--- src/rtl/muldiv_unit_pkg.sv ---
// +--------------------------------------------------------------------+
// | muldiv_unit_pkg : shared encodings for the RV32M multiply/divide   |
// | Revision: 1.0                                                      |
// +--------------------------------------------------------------------+
`timescale 1ns/1ps
`default_nettype none

package muldiv_unit_pkg;

  localparam int c_XLEN_DEFAULT = 32;

  typedef enum logic [2:0] {
    MD_MUL    = 3'b000,
    MD_MULH   = 3'b001,
    MD_MULHSU = 3'b010,
    MD_MULHU  = 3'b011,
    MD_DIV    = 3'b100,
    MD_DIVU   = 3'b101,
    MD_REM    = 3'b110,
    MD_REMU   = 3'b111
  } md_op_e;

  typedef enum logic [1:0] {
    ST_IDLE   = 2'd0,
    ST_CALC   = 2'd1,
    ST_FINISH = 2'd2
  } md_state_e;

  typedef struct packed {
    logic a_signed;
    logic b_signed;
    logic is_div;
    logic want_high;
    logic want_rem;
  } md_dec_t;

endpackage

`default_nettype wire

--- src/rtl/muldiv_unit_sign_adjust.sv ---
// +--------------------------------------------------------------------+
// | muldiv_unit_sign_adjust : conditional two's complement negation    |
// | Revision: 1.0                                                      |
// +--------------------------------------------------------------------+
`timescale 1ns/1ps
`default_nettype none

module muldiv_unit_sign_adjust #(
  parameter int WIDTH = 32
) (
  input  logic [WIDTH-1:0] i_mag,
  input  logic             i_neg,
  output logic [WIDTH-1:0] o_val
);

  assign o_val = i_neg ? (~i_mag + WIDTH'(1)) : i_mag;

endmodule

`default_nettype wire

--- src/rtl/muldiv_unit.sv ---
// +--------------------------------------------------------------------+
// | muldiv_unit : iterative RV32M multiply (shift-add) / divide        |
// |               (restoring), fixed XLEN+1 cycle latency              |
// | Revision: 1.0                                                      |
// +--------------------------------------------------------------------+
`timescale 1ns/1ps
`default_nettype none

module muldiv_unit
  import muldiv_unit_pkg::*;
#(
  parameter int XLEN = c_XLEN_DEFAULT
) (
  input  logic            clk,
  input  logic            rst_n,
  input  logic            start,
  input  logic [2:0]      op,
  input  logic [XLEN-1:0] operand_a,
  input  logic [XLEN-1:0] operand_b,
  input  logic            flush,
  output logic            busy,
  output logic            done,
  output logic [XLEN-1:0] result
);

  localparam int c_CW = $clog2(XLEN);

  function automatic md_dec_t decode_op(input logic [2:0] f);
    md_dec_t d;
    d        = '0;
    d.is_div = f[2];
    case (md_op_e'(f))
      MD_MULH:   begin d.a_signed = 1'b1; d.b_signed = 1'b1; d.want_high = 1'b1; end
      MD_MULHSU: begin d.a_signed = 1'b1; d.want_high = 1'b1; end
      MD_MULHU:  d.want_high = 1'b1;
      MD_DIV:    begin d.a_signed = 1'b1; d.b_signed = 1'b1; end
      MD_REM:    begin d.a_signed = 1'b1; d.b_signed = 1'b1; d.want_rem = 1'b1; end
      MD_REMU:   d.want_rem = 1'b1;
      default:   ;
    endcase
    return d;
  endfunction

  md_state_e       r_state;
  logic [XLEN-1:0] r_acc;     // product high word / partial remainder
  logic [XLEN-1:0] r_lo;      // multiplier-then-product-low / dividend-then-quotient
  logic [XLEN-1:0] r_b;       // multiplicand / divisor magnitude
  logic [XLEN-1:0] r_a_raw;
  logic [c_CW-1:0] r_cnt;
  logic            r_is_div;
  logic            r_want_high;
  logic            r_want_rem;
  logic            r_neg;
  logic            r_divzero;
  logic            r_ovf;
  logic            r_busy;
  logic            r_done;
  logic [XLEN-1:0] r_result;

  md_dec_t           w_dec_in;
  logic              w_a_neg;
  logic              w_b_neg;
  logic [XLEN-1:0]   w_a_mag;
  logic [XLEN-1:0]   w_b_mag;
  logic [XLEN:0]     w_sum;
  logic [XLEN:0]     w_rem_sh;
  logic              w_ge;
  logic [XLEN-1:0]   w_rem_sub;
  logic [2*XLEN-1:0] w_fin_mag;
  logic [2*XLEN-1:0] w_fin_val;
  logic [XLEN-1:0]   w_fin_sel;
  logic [XLEN-1:0]   w_result_next;

  assign w_dec_in = decode_op(op);
  assign w_a_neg  = w_dec_in.a_signed & operand_a[XLEN-1];
  assign w_b_neg  = w_dec_in.b_signed & operand_b[XLEN-1];

  muldiv_unit_sign_adjust #(.WIDTH(XLEN)) u_abs_a (
    .i_mag (operand_a),
    .i_neg (w_a_neg),
    .o_val (w_a_mag)
  );

  muldiv_unit_sign_adjust #(.WIDTH(XLEN)) u_abs_b (
    .i_mag (operand_b),
    .i_neg (w_b_neg),
    .o_val (w_b_mag)
  );

  assign w_sum     = {1'b0, r_acc} + {1'b0, (r_lo[0] ? r_b : {XLEN{1'b0}})};
  assign w_rem_sh  = {r_acc, r_lo[XLEN-1]};
  assign w_ge      = (w_rem_sh >= {1'b0, r_b});
  // Remainder after a successful subtract is always below the divisor, so XLEN bits suffice.
  assign w_rem_sub = w_rem_sh[XLEN-1:0] - r_b;

  assign w_fin_mag = r_is_div ? {{XLEN{1'b0}}, (r_want_rem ? r_acc : r_lo)} : {r_acc, r_lo};

  muldiv_unit_sign_adjust #(.WIDTH(2*XLEN)) u_fin (
    .i_mag (w_fin_mag),
    .i_neg (r_neg),
    .o_val (w_fin_val)
  );

  assign w_fin_sel = r_want_high ? w_fin_val[2*XLEN-1:XLEN] : w_fin_val[XLEN-1:0];

  always_comb begin
    w_result_next = w_fin_sel;
    if (r_is_div && r_divzero) begin
      w_result_next = r_want_rem ? r_a_raw : {XLEN{1'b1}};
    end else if (r_ovf) begin
      w_result_next = r_want_rem ? {XLEN{1'b0}} : {1'b1, {(XLEN-1){1'b0}}};
    end
  end

  always_ff @(posedge clk or negedge rst_n) begin
    if (!rst_n) begin
      r_state     <= ST_IDLE;
      r_acc       <= '0;
      r_lo        <= '0;
      r_b         <= '0;
      r_a_raw     <= '0;
      r_cnt       <= '0;
      r_is_div    <= 1'b0;
      r_want_high <= 1'b0;
      r_want_rem  <= 1'b0;
      r_neg       <= 1'b0;
      r_divzero   <= 1'b0;
      r_ovf       <= 1'b0;
      r_busy      <= 1'b0;
      r_done      <= 1'b0;
      r_result    <= '0;
    end else begin
      r_done <= 1'b0;
      if (flush) begin
        r_state <= ST_IDLE;
        r_busy  <= 1'b0;
      end else begin
        case (r_state)
          ST_IDLE: begin
            if (start) begin
              r_is_div    <= w_dec_in.is_div;
              r_want_high <= w_dec_in.want_high;
              r_want_rem  <= w_dec_in.want_rem;
              r_neg       <= (w_dec_in.is_div && w_dec_in.want_rem) ? w_a_neg : (w_a_neg ^ w_b_neg);
              r_divzero   <= (operand_b == '0);
              r_ovf       <= w_dec_in.is_div && w_dec_in.a_signed &&
                             (operand_a == {1'b1, {(XLEN-1){1'b0}}}) && (&operand_b);
              r_a_raw     <= operand_a;
              r_acc       <= '0;
              r_b         <= w_dec_in.is_div ? w_b_mag : w_a_mag;
              r_lo        <= w_dec_in.is_div ? w_a_mag : w_b_mag;
              r_cnt       <= c_CW'(XLEN - 1);
              r_busy      <= 1'b1;
              r_state     <= ST_CALC;
            end
          end
          ST_CALC: begin
            if (r_is_div) begin
              r_acc <= w_ge ? w_rem_sub : w_rem_sh[XLEN-1:0];
              r_lo  <= {r_lo[XLEN-2:0], w_ge};
            end else begin
              r_acc <= w_sum[XLEN:1];
              r_lo  <= {w_sum[0], r_lo[XLEN-1:1]};
            end
            if (r_cnt == '0) begin
              r_state <= ST_FINISH;
            end else begin
              r_cnt <= r_cnt - c_CW'(1);
            end
          end
          ST_FINISH: begin
            r_result <= w_result_next;
            r_done   <= 1'b1;
            r_busy   <= 1'b0;
            r_state  <= ST_IDLE;
          end
          default: begin
            r_busy  <= 1'b0;
            r_state <= ST_IDLE;
          end
        endcase
      end
    end
  end

  assign busy   = r_busy;
  assign done   = r_done;
  assign result = r_result;

endmodule

`default_nettype wire

--- config.mk ---
export PLATFORM = sky130hd
export DESIGN_NAME = muldiv_unit
export DESIGN_NICKNAME = d
export VERILOG_FILES = /design/src/rtl/muldiv_unit_pkg.sv /design/src/rtl/muldiv_unit_sign_adjust.sv /design/src/rtl/muldiv_unit.sv
export SDC_FILE = /design/constraint.sdc
export NUM_CORES = 1
export LEC_CHECK = 0
export BUFFER_PORTS_ARGS = -buffer_cell sky130_fd_sc_hd__buf_4
export CAP_MARGIN = 20
export CORE_ASPECT_RATIO = 2
export CORE_MARGIN = 3
export CORE_UTILIZATION = 40
export CTS_CLUSTER_DIAMETER = 60
export CTS_CLUSTER_SIZE = 12
export DETAILED_ROUTE_END_ITERATION = 10
export SLEW_MARGIN = 20
export SYNTH_ARGS = -nofsm -noshare
export SYNTH_HDL_FRONTEND = slang
export SYNTH_SLANG_ARGS = --single-unit
--- constraint.sdc ---
create_clock -name clk -period 6.04 [get_ports clk]
set_input_delay 0.604 -clock clk [delete_from_list [all_inputs] [get_ports clk]]
set_output_delay 0.604 -clock clk [all_outputs]
set_load 0.01 [all_outputs]
==> impl_metrics.tcl, run 1 <==
set metrics [dict create \
    register_area_sq_um 4384 \
    maxClockFrequency_mhz 225.8 \
    synth_fp_nets 2377 \
    crit_arrival_ns 4.76 \
    rsz0062_at_grt "false" \
    outcome "finished, final reports clean" \
    ys_seq_area_share_pct 26.09 \
    cp-end-kind "flop" \
    post_cts.repair.setup_buffers 0 \
    clkTransAtPathRegs_ns 0.09 \
    synthCells 2234 \
    drtPass1Iterations 6 \
    synth_area_sq_um 16780 \
    setup_tns_ns 0 \
    ctsResizeCount 0 \
    share_seq_of_total_power_pct 22.9 \
    place_inst 2753 \
    routedWlPerCell_um 26.97 \
    yosysUniqueCellTypes 96 \
    io_pins 105 \
    drt_wl_total_um 75120 \
    ys_seq_elements 175 \
    grt_pass1_wl_um 109700 \
    final.min_clock_period_ns 4.428 \
    p_leak_nw 7.909 \
    synth_edf_count 0 \
    start_util_pct 40.69 \
    hold_violations 0 \
    drc_errors 0 \
    port_buffers 104 \
    cts_tree "built" \
    synth_top_family_by_area "compound AO/OA/AOI/OAI gates" \
    p_switching_mw 4.880 \
    detail-route-antenna-nets 0 \
    place_hpwl_um 58070 \
    initialDrtViolationCount 1493 \
    ctsHoldBuffers 0 \
    synth_fa_ha_area_share_pct 5.457 \
    cts_max_level 4 \
    yosys.area_share.simple_pct 22.21 \
    synth.avg_cell_area_sq_um 7.513 \
    final_cell_mix "nand2_1 (319), o21ai_0 (225), nor2_1 (205), a21oi_1 (199), dfrtp_1 (173)" \
    hold_path.class "input pin to asynchronous set/reset pin" \
    die_y_um 295.7 \
    synth-xor-area-share_pct 7.566 \
    setup_violations 0 \
    clk_latency_ns 0.49 \
    num-fill-cells 4280 \
    skew_ns 0.01862 \
    area_growth_pct 10.61 \
    cts_buffers 17 \
    comb_power_share_pct 63.6 \
    die_area_sq_um 44610 \
    layout.nets 2380 \
    gp_congestion 1.063 \
    maxSlewViolCount 0 \
    synth-compound-area-share_pct 26.93 \
    coreArea_sq_um 41250 \
    switching_share_pct 55.05 \
    numClockSinks 175 \
    fp-row-count 105 \
    antenna_found_initial 0 \
    grt_pass1_vias 17170 \
    multi_input_area_sq_um 11510 \
    yosys-mux-area-fraction_pct 6.165 \
    vias 17560 \
    antenna_cells 0 \
    worstMarginPinSlew_ns 1.208 \
    vdd_drop_max_uv 257.2 \
    power_density_nw_per_um2 477.5 \
    drive_gt1_share_pct 10.76 \
    period_share_pct 73.31 \
    grt-ovfl-total 0 \
    pwr-share-clk_pct 13.6 \
    clock_path_buffers 2 \
    via_per_inst 6.304 \
    yosys_warnings 0 \
    p_int_mw 3.984 \
    cp-start-kind "flop" \
    crit_fanout 48 \
    cp.required_ns 6.37 \
    synth_ff_type "dfrtp_1" \
    drv_cap 0 \
    relSlewSlack_pct 19.15 \
    cts-root-buf "clkbuf_16" \
    final-instance-count-excl-fill 2785 \
    final_common_cell "nand2_1" \
    grt_max_degree 93 \
    fp.dieW_um 150.9 \
    grtUsageTotal_pct 33.43 \
    path_class "flop to flop" \
    async_flop_share_pct 100.0 \
]
==> path summary, 6_finish.rpt <==
path                                         start                      end  slack, ns  cells after the start
max reg2reg                   r_is_div$_DFFE_PN0P_   result[23]$_DFFE_PN0P_       1.61                     10
min in group clk                     operand_a[30]  r_a_raw[30]$_DFFE_PN0P_       0.35                      3
max                           r_is_div$_DFFE_PN0P_   result[23]$_DFFE_PN0P_       1.61                     10
min                                          rst_n    r_acc[28]$_DFFE_PN0P_       0.12                      1
max in group asynchronous                    rst_n     r_is_div$_DFFE_PN0P_       4.78                      2
min reg2reg                r_a_raw[13]$_DFFE_PN0P_  r_a_raw[13]$_DFFE_PN0P_       0.47                      2
==> cell usage after synthesis (16+ instances only) <==
master    count  area, sq um
a211oi_1     36        270.3
a21o_1       29        217.7
a21oi_1     199        996.0
a31oi_1      30        187.7
and2_1       38        237.7
clkbuf_1    139        521.8
dfrtp_1     175         4379
ha_1         70        875.8
inv_1        67        251.5
mux2i_1      91        910.9
nand2_1     321         1205
nand2b_1     16        100.1
nand3_1      19        95.09
nand4_1      25        156.4
nor2_1      206        773.2
nor3_1       39        195.2
nor4_1       18        112.6
o211ai_1     28        210.2
o21ai_0     226         1131
o31ai_1      19        142.6
or3_1        18        112.6
xnor2_1      79        691.9
xor2_1       66        578.1
==> registers in the layout, summed over array words and instances, names as in the netlist <==
| name | count |
|---|---|
| done | 1 |
| r_want_rem | 1 |
| r_a_raw | 32 |
| r_ovf | 1 |
| result | 32 |
| r_is_div | 1 |
| r_state | 2 |
| r_lo | 32 |
| r_b | 32 |
| r_want_high | 1 |
| r_divzero | 1 |
| r_cnt | 5 |
| busy | 1 |
| r_neg | 1 |
| r_acc | 32 |
==> stage by stage <==
step                      setup WS [ns]  instance area, sq um  hold slack (ns)  utilization (%)  power [mW]
after global routing              1.470                 18570           0.2053            45.00       9.347
after CTS                         1.739                 18560           0.2206            44.99       8.674
final                             1.612                 18570           0.1238            45.00       8.864
after detailed placement          1.739                 17930           0.4597            43.45       7.446
after global placement            1.801                 17930           0.4579            43.45       7.422
after floorplan                   1.676                 16780           0.3084                -       5.556
==> power groups by stage <==
stage	clock network, mW	logic, mW	registers [mW]
6_report	1.20	5.63	2.03
5_1_grt	1.25	6.05	2.05
4_1_cts	1.21	5.47	1.99
3_5_place_dp	0	5.43	2.02
3_3_place_gp	0	5.42	2.00
2_1_floorplan	0	3.82	1.74
==> area by class of cell <==
type,count,area share (%)
inverter,71,1.436
sequential,175,23.62
clock inverter,15,1.125
multi-input combinational,1827,61.98
tap,535,3.606
timing repair buffer,145,5.951
clock buffer,17,2.291
==> critical path, stage by stage, from the launching register on <==
cell and delay [ns]:
dfrtp_4 0.56, buf_4 0.57, nor4bb_1 0.37, o22a_1 0.31
nor4b_4 0.57, nand4_4 0.28, or2_2 0.40, o21ai_1 0.34
o21ai_0 0.16, o221ai_1 0.51, o211ai_1 0.17
==> metal layers <==
layer,share of wire (%),GRT usage (%)
met1,34,34.60
met2,50,58.20
met3,5.5,4.694
met4,10,28.76
met5,0,0
==> cell families after synthesis <==
logic type / count (synthesis)
AO/OA/AOI/OAI: 723
XOR/XNOR: 145
adder cells (fa/ha/maj): 72
buffers and inverters: 232
flip-flops: 175
multiplexers: 102
AND/OR/NAND/NOR: 785
No activity file was read; power rests on OpenSTA's default activity.
==> run 2, diff against run 1 <==
Clock period 6.04 ns to 4.1 ns, I/O delays scaled along.
==> run 2 against run 1 <==
- cell area grew 2.6%
- hold slack gained 0.023 ns
- sequential cell count is the same
- sequential share of layout area shrank 0.60 points
- largest power group unchanged
- worst setup slack lost 1.2 ns
- clock skew shrank 0.0053 ns
- die area is the same
- routed wire length shrank 0.13%
- clock power grew 43%
==> impl_metrics.tcl, run 2 (synthesis gave the netlist of run 1 again) <==
set metrics [dict create \
    outcome "finished, final reports clean" \
    power_density_nw_per_um2 694.3 \
    final_common_cell "nand2_1" \
    drc_errors 0 \
    die_y_um 295.7 \
    grtUsageTotal_pct 33.51 \
    drv_cap 0 \
    antenna_cells 0 \
    antenna_found_initial 1 \
    grt_pass1_wl_um 110600 \
    vias 17730 \
    gp_congestion 1.030 \
    worstMarginPinSlew_ns 1.168 \
    io_pins 105 \
    drt_wl_total_um 75020 \
    place_hpwl_um 59040 \
    num-fill-cells 4279 \
    grt-ovfl-total 0 \
    initialDrtViolationCount 1155 \
    cp.required_ns 4.50 \
    clock_path_buffers 2 \
    cts_max_level 4 \
    cp-start-kind "flop" \
    hold_path.class "input pin to flop" \
    drtPass1Iterations 7 \
    relSlewSlack_pct 21.50 \
    vdd_drop_max_uv 332.3 \
    final_cell_mix "nand2_1 (319), o21ai_0 (225), nor2_1 (205), a21oi_1 (199), buf_4 (197)" \
    grt_pass1_vias 17410 \
    cts_buffers 17 \
    rsz0062_at_grt "false" \
    via_per_inst 6.233 \
    hold_violations 0 \
    cts_tree "built" \
    crit_arrival_ns 4.09 \
    fp.dieW_um 150.9 \
    area_growth_pct 13.48 \
    maxSlewViolCount 0 \
    detail-route-antenna-nets 0 \
    clk_latency_ns 0.49 \
    die_area_sq_um 44610 \
    cp-end-kind "flop" \
    coreArea_sq_um 41250 \
    grt_max_degree 73 \
    final_core_util_pct 46.17 \
    maxClockFrequency_mhz 270.8 \
    numClockSinks 175 \
    p_leak_nw 8.200 \
    cts-root-buf "clkbuf_16" \
    layout.nets 2440 \
    setup_violations 0 \
    clkTransAtPathRegs_ns 0.08 \
    port_buffers 104 \
    path_class "flop to flop" \
    routedWlPerCell_um 26.37 \
    period_share_pct 90.07 \
    start_util_pct 40.69 \
    fp-row-count 105 \
    skew_ns 0.01329 \
    crit_fanout 61 \
    setup_tns_ns 0 \
    drive_gt1_share_pct 13.12 \
    final.min_clock_period_ns 3.693 \
]
-- run 2: changes by cell type in the layout (fill, tap and decap cells not counted), sizes merged --
| cell | delta |
|---|---|
| buf | +59 |
| clkinv | -4 |
| clkinvlp | +2 |
| inv | +2 |
| dlygate4sd3 | +1 |
-- run 2: routing by layer --
metal	share of wire (%)	wire length, um	vias up	GRT usage, %
li1	-	-	8178	-
met1	33	24650	8426	33.55
met2	50	37430	816	58.11
met3	6.0	4477	312	6.101
met4	11	8458	0	29.92
met5	0	0	-	0
-- run 2: metrics by stage --
stage               std cells  power (mW)  setup slack (ns)  hold slack (ns)  instance area (sq um)
floorplan                2234       8.185           0.08636           0.1144                  16790
global placement         2812       11.14            0.4459           0.4548                  18430
detailed placement       2812       11.19            0.3973           0.4586                  18430
CTS                      2845       12.93            0.3830           0.1364                  19030
global route             2845       14.04           0.01435           0.1408                  19050
finish                   2845       13.22            0.4073           0.1466                  19050
-- run 2: path summary, 6_finish.rpt --
kind	startpoint	to	slack [ns]	cells past startpoint
min	operand_a[5]	r_a_raw[5]$_DFFE_PN0P_	0.15	3
min reg2reg	r_a_raw[29]$_DFFE_PN0P_	r_a_raw[29]$_DFFE_PN0P_	0.47	2
max reg2reg	r_is_div$_DFFE_PN0P_	result[27]$_DFFE_PN0P_	0.41	12
min in group asynchronous	rst_n	result[11]$_DFFE_PN0P_	0.52	2
max	r_is_div$_DFFE_PN0P_	result[27]$_DFFE_PN0P_	0.41	12
max in group asynchronous	rst_n	r_is_div$_DFFE_PN0P_	2.74	3
-- run 2: report_power, final --
part / internal, mW / switching (mW) / leakage [nW]
combinational: 3.13 / 5.52 / 5.68
sequential: 2.19 / 0.685 / 2.23
clock: 0.817 / 0.889 / 0.282
total: 6.14 / 7.09 / 8.20
-- run 2: final cells by class --
type | instances | area (sq um) | area share (%)
Inverter | 71 | 266.5 | 1.399
Sequential cell | 175 | 4384 | 23.02
Timing Repair Buffer | 205 | 1620 | 8.507
Multi-Input combinational cell | 1827 | 11510 | 60.45
Clock buffer | 17 | 425.4 | 2.233
Clock inverter | 15 | 166.4 | 0.8737
Tap cell | 535 | 669.4 | 3.514
-- run 2: repair_timing --
action,4_1_cts,5_1_grt
gates resized for setup,0,0
hold buffers,1,0
hold endpoints to repair,56,0
endpoints found under the setup margin,0,0
buffers inserted,0,0
-- run 2: critical path: stages (launching register included) --
cell      delay (ns)
dfrtp_4         0.55
buf_12          0.32
nor4bb_1        0.43
buf_4           0.21
o22ai_1         0.14
nor3_2          0.20
buf_4           0.19
nand4_1         0.30
mux2i_1         0.21
a21oi_1         0.38
o21ai_0         0.30
buf_4           0.23
o211ai_1        0.08
==> run 3, diff against run 2 <==
Clock period 4.1 ns to 4.2 ns, I/O delays scaled along.
==> run 3 against run 2 <==
- global-route usage grew 1.4 points
- first-iteration DRC count grew 19%
- sequential share of layout area is essentially flat
- hold slack gained 0.035 ns
- core utilization is essentially flat
- die area is the same
- sequential power shrank 6%
- sequential cell count is the same
- critical endpoint is now r_acc[29]$_DFFE_PN0P_
- largest cell class unchanged
- highest routed layer unchanged
==> impl_metrics.tcl, run 3 (synthesis gave the netlist of run 1 again) <==
set metrics [dict create \
    outcome "finished, final reports clean" \
    layout.nets 2443 \
    gp_congestion 1.056 \
    cp.required_ns 4.56 \
    fp-row-count 105 \
    final.min_clock_period_ns 3.802 \
    cp_cell_sequence "and2_1 > ha_1 > inv_1 > fa_1 > nor2b_1 > o31a_1 > o2111ai_1 > a31oi_1 > a21oi_1 > buf_4 > o31a_1 > o21ai_0 > xnor2_1 > o211ai_1" \
    cpLargestDelayFamily "compound AO/OA/AOI/OAI gates" \
    skew_ns 0.01952 \
    grt_pass1_wl_um 113500 \
    antenna_found_initial 0 \
    die_area_sq_um 44610 \
    drc_errors 0 \
    fin_ws_ns 0.3978 \
    place_ws_ns 0.4589 \
    register_area_sq_um 4384 \
    routedWlPerCell_um 27.47 \
    dpl-instance-area_sq_um 18420 \
    grt_max_degree 85 \
    port_buffers 104 \
    setup_tns_ns 0 \
    drv_cap 0 \
    cts_max_level 4 \
    worstMarginPinSlew_ns 1.174 \
    drt_wl_total_um 78230 \
    grt_pass1_vias 17330 \
    initialDrtViolationCount 1370 \
    p_leak_nw 8.218 \
    hold_path.class "input pin to flop" \
    numClockSinks 175 \
    antenna_cells 0 \
    path_class "flop to flop" \
    grtUsageTotal_pct 34.96 \
    start_util_pct 40.69 \
    die_y_um 295.7 \
    clock_path_buffers 2 \
    cpPeakStageDelay_ns 0.49 \
    hold_violations 0 \
    path_buf_inv 2 \
    crit_fanout 4 \
    rsz0062_at_grt "false" \
    maxSlewViolCount 0 \
    cts_buffers 17 \
    setup_violations 0 \
    cp-end-kind "flop" \
    vdd_drop_max_uv 390.9 \
    drtPass1Iterations 6 \
    vias 17720 \
    power_density_nw_per_um2 689.4 \
    final_cell_mix "nand2_1 (319), o21ai_0 (225), nor2_1 (205), buf_4 (203), a21oi_1 (199)" \
    maxClockFrequency_mhz 263.0 \
    path_common_cell "o31a_1" \
    fp.dieW_um 150.9 \
    grt-ovfl-total 0 \
    ctsResizeCount 0 \
    area_growth_pct 13.51 \
    coreArea_sq_um 41250 \
    cts-root-buf "clkbuf_16" \
    detail-route-antenna-nets 0 \
    cp_slowest_cell "a31oi_1" \
    place_hpwl_um 61110 \
    final_common_cell "nand2_1" \
    cts_tree "built" \
    clk_latency_ns 0.48 \
    via_per_inst 6.222 \
    drive_gt1_share_pct 13.14 \
    relSlewSlack_pct 20.94 \
    io_pins 105 \
    clkTransAtPathRegs_ns 0.09 \
    final_area_sq_um 19050 \
    crit_arrival_ns 4.16 \
    multi_input_area_sq_um 11500 \
    num-fill-cells 4272 \
    cp-start-kind "flop" \
    period_share_pct 90.53 \
]
==> run 3: final cells by class <==
class | instances | area share (%)
Tap cell | 535 | 3.513
Sequential cell | 175 | 23.01
Clock inverter | 15 | 1.057
Timing Repair Buffer | 208 | 8.425
Multi-Input combinational cell | 1827 | 60.36
Clock buffer | 17 | 2.233
Inverter | 71 | 1.399
==> run 3: per-layer routing <==
layer,GRT usage [%],routed length [um],up-vias
met1,35.68,26160,8430
met3,4.740,4167,282
met4,27.86,7617,0
li1,-,-,8152
met5,0,0,-
met2,62.66,40280,855
==> run 3: per-stage QoR <==
stage | util (%) | total power [mW] | hold WS, ns | std cells
final | 46.19 | 13.14 | 0.1821 | 2848
after CTS | 46.19 | 12.87 | 0.1726 | 2848
after global placement | 44.64 | 11.07 | 0.4447 | 2815
after detailed placement | 44.64 | 11.11 | 0.4532 | 2815
after global routing | 46.19 | 13.88 | 0.1931 | 2848
after floorplan | - | 7.991 | 0.1244 | 2234
==> run 3: timing repair <==
action,4_1_cts,5_1_grt
hold buffers,1,0
setup buffers,0,0
endpoints found under the hold margin,62,0
==> run 3: power breakdown <==
| part | switching [mW] | leakage, nW | internal (mW) |
|---|---|---|---|
| clock network | 0.894 | 0.303 | 0.822 |
| registers | 0.554 | 2.23 | 2.14 |
| logic | 5.64 | 5.68 | 3.08 |
==> run 3: path summary, 6_finish.rpt <==
kind	from	cells after the start	slack, ns	endpoint
max	r_b[0]$_DFFE_PN0P_	14	0.40	r_acc[29]$_DFFE_PN0P_
min	operand_a[27]	3	0.18	r_a_raw[27]$_DFFE_PN0P_
max reg2reg	r_b[0]$_DFFE_PN0P_	14	0.40	r_acc[29]$_DFFE_PN0P_
min reg2reg	r_a_raw[30]$_DFFE_PN0P_	2	0.48	r_a_raw[30]$_DFFE_PN0P_
max in group asynchronous	rst_n	3	2.63	r_is_div$_DFFE_PN0P_
min in group asynchronous	rst_n	2	0.48	result[18]$_DFFE_PN0P_
==> run 3: tightest hold or removal path, stage by stage <==
cell and delay (ns):
buf_4 0.10, nand2_1 0.05, nand2_1 0.05
